[config.mk]
export PLATFORM = sky130hd
export DESIGN_NAME = mul_arbiter
export DESIGN_NICKNAME = d
export VERILOG_FILES = /design/src/rtl/mul_arbiter.sv
export SDC_FILE = /design/constraint.sdc
export NUM_CORES = 1
export LEC_CHECK = 0
export ABC_AREA = 1
export ABC_CLOCK_PERIOD_IN_PS = 6500
export CELL_PAD_IN_SITES_DETAIL_PLACEMENT = 1
export CELL_PAD_IN_SITES_GLOBAL_PLACEMENT = 1
export CORE_UTILIZATION = 41
export CTS_BUF_LIST = sky130_fd_sc_hd__clkbuf_2 sky130_fd_sc_hd__clkbuf_4 sky130_fd_sc_hd__clkbuf_8
export CTS_CLUSTER_SIZE = 16
export DETAILED_ROUTE_END_ITERATION = 10
export PLACE_DENSITY = 0.89
export SLEW_MARGIN = 40
export SYNTH_ARGS = -nofsm -noshare
export SYNTH_HDL_FRONTEND = slang
export SYNTH_SLANG_ARGS = --single-unit
[constraint.sdc]
create_clock -name clk -period 6.5 [get_ports clk]
set_clock_uncertainty 0.2 [all_clocks]
set_input_delay 1.3 -clock clk [delete_from_list [all_inputs] [get_ports clk]]
set_output_delay 1.3 -clock clk [all_outputs]
set_load 0.01 [all_outputs]
[src/rtl/mul_arbiter.sv]
// Two-requester 4x4 unsigned multiplier with a valid/ready arbiter in front of a
// three-state IDLE/CALC/DONE sequencer. Optional macro MUL_ARB_RR_EN selects
// round-robin arbitration; without it port 0 has fixed priority.
// The product is registered one cycle before DONE is entered, so res_valid rises
// CALC_CYCLES+1 edges after the accept edge.
module mul_arbiter #(
  parameter int unsigned CALC_CYCLES = 2
) (
  input  logic       clk,
  input  logic       rst_n,
  input  logic       req0_valid,
  input  logic [3:0] req0_a,
  input  logic [3:0] req0_b,
  output logic       req0_ready,
  input  logic       req1_valid,
  input  logic [3:0] req1_a,
  input  logic [3:0] req1_b,
  output logic       req1_ready,
  output logic       res_valid,
  output logic [7:0] res_data,
  output logic       res_id,
  input  logic       res_ready,
  output logic       busy
);

  localparam logic [3:0] CntLoad = 4'(CALC_CYCLES - 1);

  typedef enum logic [1:0] {StIdle, StCalc, StDone} state_e;

  state_e     state_q, state_d;
  logic [3:0] cnt_q, cnt_d;
  logic [3:0] a_q, a_d;
  logic [3:0] b_q, b_d;
  logic       id_q, id_d;
  logic       loaded_q, loaded_d;
  logic [7:0] res_data_q, res_data_d;
  logic       res_id_q, res_id_d;

  logic gnt_id;
  logic any_valid;
  logic in_idle;
  logic accept;

  assign any_valid = req0_valid | req1_valid;

`ifdef MUL_ARB_RR_EN
  logic last_grant_q, last_grant_d;

  // Round-robin: on contention grant the port that did not win last time.
  always_comb begin
    if (req0_valid && req1_valid) begin
      gnt_id = ~last_grant_q;
    end else begin
      gnt_id = ~req0_valid;
    end
  end
`else
  // Fixed priority: port 0 wins whenever it is valid.
  always_comb begin
    gnt_id = ~req0_valid;
  end
`endif

  // Ready is gated by reset so nothing looks accepted while rst_n is low.
  assign in_idle    = (state_q == StIdle) && rst_n;
  assign req0_ready = in_idle && any_valid && !gnt_id;
  assign req1_ready = in_idle && any_valid && gnt_id;
  assign accept     = (req0_valid && req0_ready) || (req1_valid && req1_ready);

  assign res_valid = (state_q == StDone);
  assign res_data  = res_data_q;
  assign res_id    = res_id_q;
  assign busy      = (state_q != StIdle);

  // Next-state and datapath update.
  always_comb begin
    state_d    = state_q;
    cnt_d      = cnt_q;
    a_d        = a_q;
    b_d        = b_q;
    id_d       = id_q;
    loaded_d   = loaded_q;
    res_data_d = res_data_q;
    res_id_d   = res_id_q;
`ifdef MUL_ARB_RR_EN
    last_grant_d = last_grant_q;
`endif
    case (state_q)
      StIdle: begin
        if (accept) begin
          a_d      = gnt_id ? req1_a : req0_a;
          b_d      = gnt_id ? req1_b : req0_b;
          id_d     = gnt_id;
          cnt_d    = CntLoad;
          loaded_d = 1'b0;
          state_d  = StCalc;
`ifdef MUL_ARB_RR_EN
          last_grant_d = gnt_id;
`endif
        end
      end
      StCalc: begin
        if (loaded_q) begin
          loaded_d = 1'b0;
          state_d  = StDone;
        end else if (cnt_q == 4'd0) begin
          res_data_d = {4'b0000, a_q} * {4'b0000, b_q};
          res_id_d   = id_q;
          loaded_d   = 1'b1;
        end else begin
          cnt_d = cnt_q - 4'd1;
        end
      end
      StDone: begin
        if (res_ready) begin
          state_d = StIdle;
        end
      end
      default: begin
        state_d = StIdle;
      end
    endcase
  end

  // State and datapath registers; reset discards any operation in flight.
  always_ff @(posedge clk or negedge rst_n) begin
    if (!rst_n) begin
      state_q    <= StIdle;
      cnt_q      <= 4'd0;
      a_q        <= 4'd0;
      b_q        <= 4'd0;
      id_q       <= 1'b0;
      loaded_q   <= 1'b0;
      res_data_q <= 8'd0;
      res_id_q   <= 1'b0;
    end else begin
      state_q    <= state_d;
      cnt_q      <= cnt_d;
      a_q        <= a_d;
      b_q        <= b_d;
      id_q       <= id_d;
      loaded_q   <= loaded_d;
      res_data_q <= res_data_d;
      res_id_q   <= res_id_d;
    end
  end

`ifdef MUL_ARB_RR_EN
  // Last-grant register; reset to 1 so port 0 wins the first contention.
  always_ff @(posedge clk or negedge rst_n) begin
    if (!rst_n) begin
      last_grant_q <= 1'b1;
    end else begin
      last_grant_q <= last_grant_d;
    end
  end
`endif

endmodule
== Word level (Yosys, flattened, before mapping) ==
Index checks and enable logic that the tools add are counted.

* $add $sub $neg: 1
* Multiply operators: 1
* Eq/ne operators: 7
* Multiplexer cells: 14
* Bitwise logic cells: 3
* Reduce and logical (&&, ||, !) cells: 16

{| class="wikitable"
|+ Operators with widths
! operator !! number
|-
| $mux 4 || 5
|-
| $mul 4x4->8 || 1
|-
| $ne 2x2->1 const B || 4
|-
| $pmux 4 s2 || 1
|-
| $logic_and 1x1->1 || 6
|-
| $mux 2 || 3
|-
| $pmux 2 s3 || 1
|-
| $reduce_and 3->1 || 2
|-
| $logic_not 4->1 || 1
|-
| $reduce_and 2->1 || 2
|-
| $reduce_and 4->1 || 1
|-
| $reduce_bool 2->1 || 2
|-
| $sub 4x1->4 const B || 1
|-
| $mux 1 || 3
|-
| $eq 2x1->1 const B || 1
|-
| $eq 2x2->1 const B || 1
|-
| $logic_not 2->1 || 1
|-
| $ne 2x1->1 const B || 1
|-
| $not 1->1 || 2
|-
| $pmux 1 s2 || 1
|-
| $logic_or 1x1->1 || 1
|-
| $or 1x1->1 || 1
|}

* Flip-flop bits (word level): 25
* Input bits: 21
* Output and inout port bits: 13
* Word-level logic and storage cells: 50

== Depth between registers and ports, before layout ==
Gate-level depths: netlist of the first run.

* Depth after elaboration: 8
* Gate-level depth with buffers: 12
* Depth with buffers taken out: 12

== Worst setup path after synthesis of the first run ==
Ideal clock, no wire load.

* Path kind: input-to-output
* Start: in req0_valid
* End: out req1_ready
* Arrival: 1.761 ns
* Data required time: 5.000 ns
* Setup slack: 3.239 ns
* Stages: 4
* Path buffers: 0
* Cells stage by stage: o21ai_0 -> nor2_2 -> nand2_1 -> clkinv_2

* Word-level cells in the longest chain between the ends: 3
* Elaborated cells between the ends (all ways): 4

{| class="wikitable"
|+ RTL lines
! element !! line !! source
|-
| start, declared || 11 || <nowiki>input logic req0_valid,</nowiki>
|-
| $or 1x1->1 || 44 || <nowiki>assign any_valid = req0_valid | req1_valid;</nowiki>
|-
| $logic_and 1x1->1 || 67 || <nowiki>assign req1_ready = in_idle && any_valid && gnt_id;</nowiki>
|-
| $logic_and 1x1->1 * || 67 ||
|-
| end, declared || 18 || <nowiki>output logic req1_ready,</nowiki>
|}

Every way passes the cells marked *; elsewhere a longest branch is shown, timed or not.

== Worst setup path in the final report of the first run ==
* Start: in rst_n
* End: out req1_ready

* Word-level cells in the longest chain between the ends: 3

{| class="wikitable"
|+ RTL lines
! element !! line !! source
|-
| start, declared || 10 || <nowiki>input logic rst_n,</nowiki>
|-
| $logic_and 1x1->1 || 65 || <nowiki>assign in_idle = (state_q == StIdle) && rst_n;</nowiki>
|-
| $logic_and 1x1->1 (2 in series) || 67 ||
|}

No other way between the ends.

==> flow_summary.yaml, run 1 <==
power:
  power.switching_uw: 371.2
  ir_drop_mv: 0.1795
  p_leak_nw: 1.091
  p_total_uw: 830.0
  clkPwrFrac_pct: 11.5
  switching_share_pct: 44.72
  p_per_area_mw_per_mm2: 411.0
  combinationalPowerShare_pct: 55.6
  pwr-share-seq_pct: 32.9
  internal_power_uw: 458.8
detailed_routing:
  drtIter0Drc: 34
  wl_per_cell_um: 12.28
  drc: 0
  drtPass1Iterations: 4
  via_per_inst: 4.800
  vias: 1368
  routed_wl_um: 3500
  postRouteAntennaNets: 0
worst_setup_path:
  r2r-start: "a_q[0]"
  end_kind: "output pin"
  cp.arrival_ps: 3300
  critical_path_class: "in -> out"
  slowest_delay_ps: 550
  required_ps: 5000
  cp_max_fo: 27
  critical_path.most_common_cell: "clkdlybuf4s50_1"
  crit_chain: "clkdlybuf4s50_1 > buf_4 > o21ai_0 > nor2_2 > nand2_1 > clkinv_2 > clkdlybuf4s50_1"
  startpoint: "rst_n"
  crit_slowest_cell: "clkdlybuf4s50_1"
  start_kind: "input port"
synthesis:
  synth_xor_xnor_area_share_pct: 1.659
  synth_compound_area_share_pct: 6.714
  yosysWarnings: 0
  netlist_area_mm2: 0.001584
  synth.distinct_cells: 26
  synth-seq-cells: 25
  synthSimpleGateAreaFrac_pct: 27.65
  synth_adder_area_share_pct: 15.32
  syn_avg_cell_area_um2: 7.920
  synthCells: 200
  synth_top_family_by_area: "simple AND/OR/NAND/NOR gates"
  synthMuxAreaShare_pct: 0
  yosysSeqAreaShare_pct: 39.49
  syn_nets: 238
floorplanning:
  die_y_um: 64.16
  rows: 22
  core_mm2: 0.003689
  die_area_mm2: 0.004116
  start_util_pct: 42.94
  die_x_um: 64.16
  ios: 34
clock_network:
  postCtsSetupRepairBufs: 0
  numCtsBuffers: 3
  cts_tree: "done"
  cts-resized-gates: 0
  cts.sinks: 25
  h-tree-depth: 1
  cts_max_path_buffers: 2
  postCtsHoldBufs: 0
  cts.clk_slew.worst_paths_ps: 90
  cts-root-buf: "clkbuf_8"
  insertion_delay_ps: 270
sta:
  worstMarginPinSlew_ps: 445.7
  slew_violations: 0
  fin_crit_sh_pct: 73.81
  grt_setup_unrepaired: "false"
  setup_violations: 0
  fin_crit_ps: 4798
  finalHoldViolCount: 0
  tns_ps: 0
  fmax_mhz: 208.4
  slew_headroom_pct: 70.20
grt:
  antenna_found_initial: 0
  overflow: 0
  track_usage_pct: 19.67
  grt_pass1_wl_um: 6272
  grt_pass1_vias: 1436
  grt_max_degree: 28
job:
  maxCapViolations: 0
layout:
  nNetsFinal: 276
  area_growth_syn_to_layout_pct: 27.49
  final_common_cell: "nand2_1"
  drive_gt1_share_pct: 8.017
  layout_common_cells: "nand2_1 (74), clkdlybuf4s50_1 (33), inv_1 (30)"
  n_antenna_cell: 0
min_path:
  hp-class: "reg -> reg"
  holdCritStartpoint: "res_data[7]"
placed_design:
  io_buffers: 33
  dp_hpwl_um: 2845
  gp_congestion: 0.7193
status:
  status: "finished, final reports clean"
==> cell usage after synthesis <==
| master | number | area (um^2) |
|---|---|---|
| a21oi_1 | 3 | 15.01 |
| a31oi_1 | 1 | 6.260 |
| buf_6 | 1 | 11.26 |
| clkinv_2 | 2 | 10.01 |
| dfrtp_1 | 25 | 625.6 |
| fa_1 | 4 | 80.08 |
| ha_1 | 13 | 162.7 |
| inv_1 | 30 | 112.6 |
| inv_2 | 3 | 11.26 |
| nand2_1 | 74 | 277.8 |
| nand2_2 | 2 | 12.51 |
| nand3_1 | 15 | 75.07 |
| nand3b_1 | 1 | 7.510 |
| nand4_1 | 1 | 6.260 |
| nor2_1 | 7 | 26.28 |
| nor2_2 | 1 | 6.260 |
| nor2_8 | 1 | 20.02 |
| o211ai_2 | 1 | 12.51 |
| o21ai_0 | 3 | 15.01 |
| o21ai_1 | 1 | 5.000 |
| o21ai_2 | 3 | 26.28 |
| o22ai_1 | 3 | 18.77 |
| o31ai_1 | 1 | 7.510 |
| or2_2 | 1 | 6.260 |
| xnor2_1 | 1 | 8.760 |
| xor2_1 | 2 | 17.52 |
==> worst paths after layout <==
kind | end | slack (ps) | cells past startpoint
max in group asynchronous | b_q[3] | 4660 | 2
setup reg to reg | res_data[6] | 3490 | 11
min in group asynchronous | cnt_q[2] | 1190 | 2
setup / recovery | req1_ready | 1700 | 7
hold / removal | res_data[7] | 290 | 2
hold reg to reg | res_data[7] | 290 | 2
==> routing by layer <==
layer	routed length, um	global-route usage (%)	share of wire [%]	vias to the layer above
met5	0	0	0	-
met4	76	8.333	2.2	0
met3	82	1.607	2.3	7
met2	1710	35.51	49	33
met1	1632	23.82	47	628
li1	-	-	-	700
==> registers in the layout (all words and copies together), names as in the netlist <==
name      count
res_id        1
id_q          1
cnt_q         4
loaded_q      1
a_q           4
b_q           4
res_data      8
state_q       2
==> through the flow <==
| step | worst slack (ps) | instances | area [um^2] | hold WS, ps | utilization [%] |
|---|---|---|---|---|---|
| floorplan | 3239 | 200 | 1584 | 259.7 | - |
| global placement | 1770 | 281 | 1971 | 256.7 | 53.43 |
| detailed placement | 1666 | 281 | 1971 | 268.7 | 53.43 |
| CTS | 1653 | 285 | 2019 | 293.0 | 54.75 |
| global route | 1531 | 285 | 2019 | 317.2 | 54.75 |
| finish | 1702 | 285 | 2019 | 286.0 | 54.75 |
==> power by group through the flow <==
stage	Sequential [mW]	Combinational [mW]	Clock, mW
after floorplan	0.273	0.312	0
after global placement	0.272	0.440	0
after detailed placement	0.277	0.464	0
after CTS	0.275	0.471	0.101
after global routing	0.283	0.526	0.104
final	0.273	0.461	0.0954
==> final cells by class <==
type | instances | area (um^2)
tap | 48 | 60.06
clock buffer | 3 | 41.29
multi-input combinational | 139 | 813.3
clock inverter | 1 | 7.507
timing repair buffer | 34 | 337.8
sequential | 25 | 625.6
inverter | 35 | 133.9
fill | 479 | 1669
==> cells by family (layout without fill, tap and decap cells) <==
| family | after synthesis | in the layout |
|---|---|---|
| AND/OR/NAND/NOR | 103 | 103 |
| buffers and inverters | 36 | 73 |
| flip-flops | 25 | 25 |
| adder cells (fa/ha/maj) | 17 | 17 |
| AO/OA/AOI/OAI | 16 | 16 |
| XOR/XNOR | 3 | 3 |
==> worst max-delay path: cells and delay by family <==
kind | cells | cell delay [ps]
AND/OR/NAND/NOR | 2 | 370
AO/OA/AOI/OAI | 1 | 170
buffers and inverters | 4 | 1450
(Power assumes the default switching activity.)
==> run 2, diff against run 1 <==
ABC_CLOCK_PERIOD_IN_PS = 3940   (was 6500)
CORE_UTILIZATION = 34   (was 41)
PLACE_DENSITY = 0.79   (was 0.89)
clock period = 3.94 ns   (was 6.5 ns; I/O delays follow)
==> flow_summary.yaml, run 2 (same netlist as run 1, synthesis figures left out) <==
layout:
  area_growth_syn_to_layout_pct: 27.88
  final_common_cell: "nand2_1"
  design_area_mm2: 0.002026
  multi_input_area_um2: 813.3
  fin_util_pct: 45.89
  drive_gt1_share_pct: 8.017
  largest_reg_flops: 8
  n_antenna_cell: 0
  nNetsFinal: 276
  layout_common_cells: "nand2_1 (74), clkdlybuf4s50_1 (33), inv_1 (30)"
  seqCellArea_um2: 625.6
  fill_cells: 544
grt:
  grt_max_degree: 27
  overflow: 0
  antenna_found_initial: 0
  track_usage_pct: 16.10
  grt_pass1_vias: 1428
  grt_pass1_wl_um: 6354
clock_network:
  postCtsSetupRepairBufs: 0
  h-tree-depth: 1
  numCtsBuffers: 3
  cts-resized-gates: 0
  insertion_delay_ps: 290
  cts-root-buf: "clkbuf_8"
  cts_max_path_buffers: 2
  cts.sinks: 25
  cts_tree: "done"
  postCtsHoldBufs: 0
  cts.clk_slew.worst_paths_ps: 90
placed_design:
  gp_congestion: 0.7561
  io_buffers: 33
  post_dp_cell_area_mm2: 0.001976
  dp_hpwl_um: 2629
worst_setup_path:
  start_kind: "input port"
  critical_path_class: "in -> out"
  reg2reg_setup_slack_ps: 1020
  slowest_delay_ps: 550
  cp_max_fo: 9
  required_ps: 2950
  crit_family: "buffers and inverters"
  crit_chain: "clkdlybuf4s50_1 > o21ai_0 > nor2_2 > nand2_1 > clkinv_2 > clkdlybuf4s50_1"
  cp_num_buf_inv: 3
  cp.arrival_ps: 2490
  critical_path.most_common_cell: "clkdlybuf4s50_1"
  crit_slowest_cell: "clkdlybuf4s50_1"
  end_kind: "output pin"
detailed_routing:
  postRouteAntennaNets: 0
  vias: 1329
  drtPass1Iterations: 3
  drc: 0
  drtIter0Drc: 36
  wl_per_cell_um: 11.37
  routed_wl_um: 3286
  via_per_inst: 4.599
sta:
  slew_violations: 0
  setup_violations: 0
  slew_headroom_pct: 70.49
  tns_ps: 0
  worstMarginPinSlew_ps: 441.3
  finalHoldViolCount: 0
  fmax_mhz: 287.9
  holdWs_ps: 281.8
  fin_crit_sh_pct: 88.15
  fin_crit_ps: 3473
  grt_setup_unrepaired: "false"
floorplanning:
  die_y_um: 70.26
  die_area_mm2: 0.004936
  rows: 24
  core_mm2: 0.004414
  start_util_pct: 35.88
  ios: 34
  die_x_um: 70.26
min_path:
  hp-class: "reg -> reg"
status:
  status: "finished, final reports clean"
power:
  p_total_mw: 1.350
  ir_drop_mv: 0.2532
  p_leak_nw: 1.096
  p_per_area_mw_per_mm2: 666.6
job:
  maxCapViolations: 0
-- run 2: changes by cell type in the layout (fill, tap and decap cells not counted), sizes merged --
cell / before / now
inv: 33 / 34
clkinvlp: 1 / 0
-- run 2: layer usage --
layer | routed length, um | track usage (%) | up-vias
li1 | - | - | 692
met1 | 1694 | 21.67 | 602
met2 | 1413 | 24.87 | 30
met3 | 95 | 2.309 | 5
met4 | 82 | 8.667 | 0
met5 | 0 | 0 | -
-- run 2: metrics by stage --
stage                     setup WS (ps)  cells
after floorplan                    1170    200
after global placement            509.0    285
after detailed placement          455.1    285
after CTS                         464.2    289
after global routing              328.4    289
final                             466.8    289
-- run 2: worst paths after layout --
path	endpoint	depth (start not counted)	start
min in group asynchronous	state_q[1]	2	rst_n
max in group asynchronous	a_q[3]	2	rst_n
hold / removal	res_data[6]	2	res_data[6]
setup / recovery	req1_ready	6	req0_valid
hold reg to reg	res_data[6]	2	res_data[6]
setup reg to reg	res_data[6]	11	a_q[0]
-- run 2: area by class of cell --
cell class,instances,area share (%)
repair buffers,34,16.68
clock buffers,3,2.038
well taps,52,3.212
clock inverters,1,0.4324
inverters,35,6.609
flip-flops and latches,25,30.88
multi-input cells,139,40.15
-- run 2: tightest hold or removal path, cell delays in order, from the launching register on --
cell and delay, ps:
dfrtp_1 350, nand2_1 50, nand2_1 50
-- run 2: power by group --
part	total (mW)	internal, mW	leakage [nW]	switching [mW]
clock network	0.169	0.0746	0.0261	0.0949
logic	0.731	0.317	0.750	0.414
registers	0.450	0.363	0.319	0.0875
total	1.35	0.754	1.10	0.597
==> run 3, diff against run 2 <==
SKIP_LAST_GASP = 1   (was default)
==> results of run 3 <==
Same layout as run 2: the final DEF is identical, and so are final timing and power.
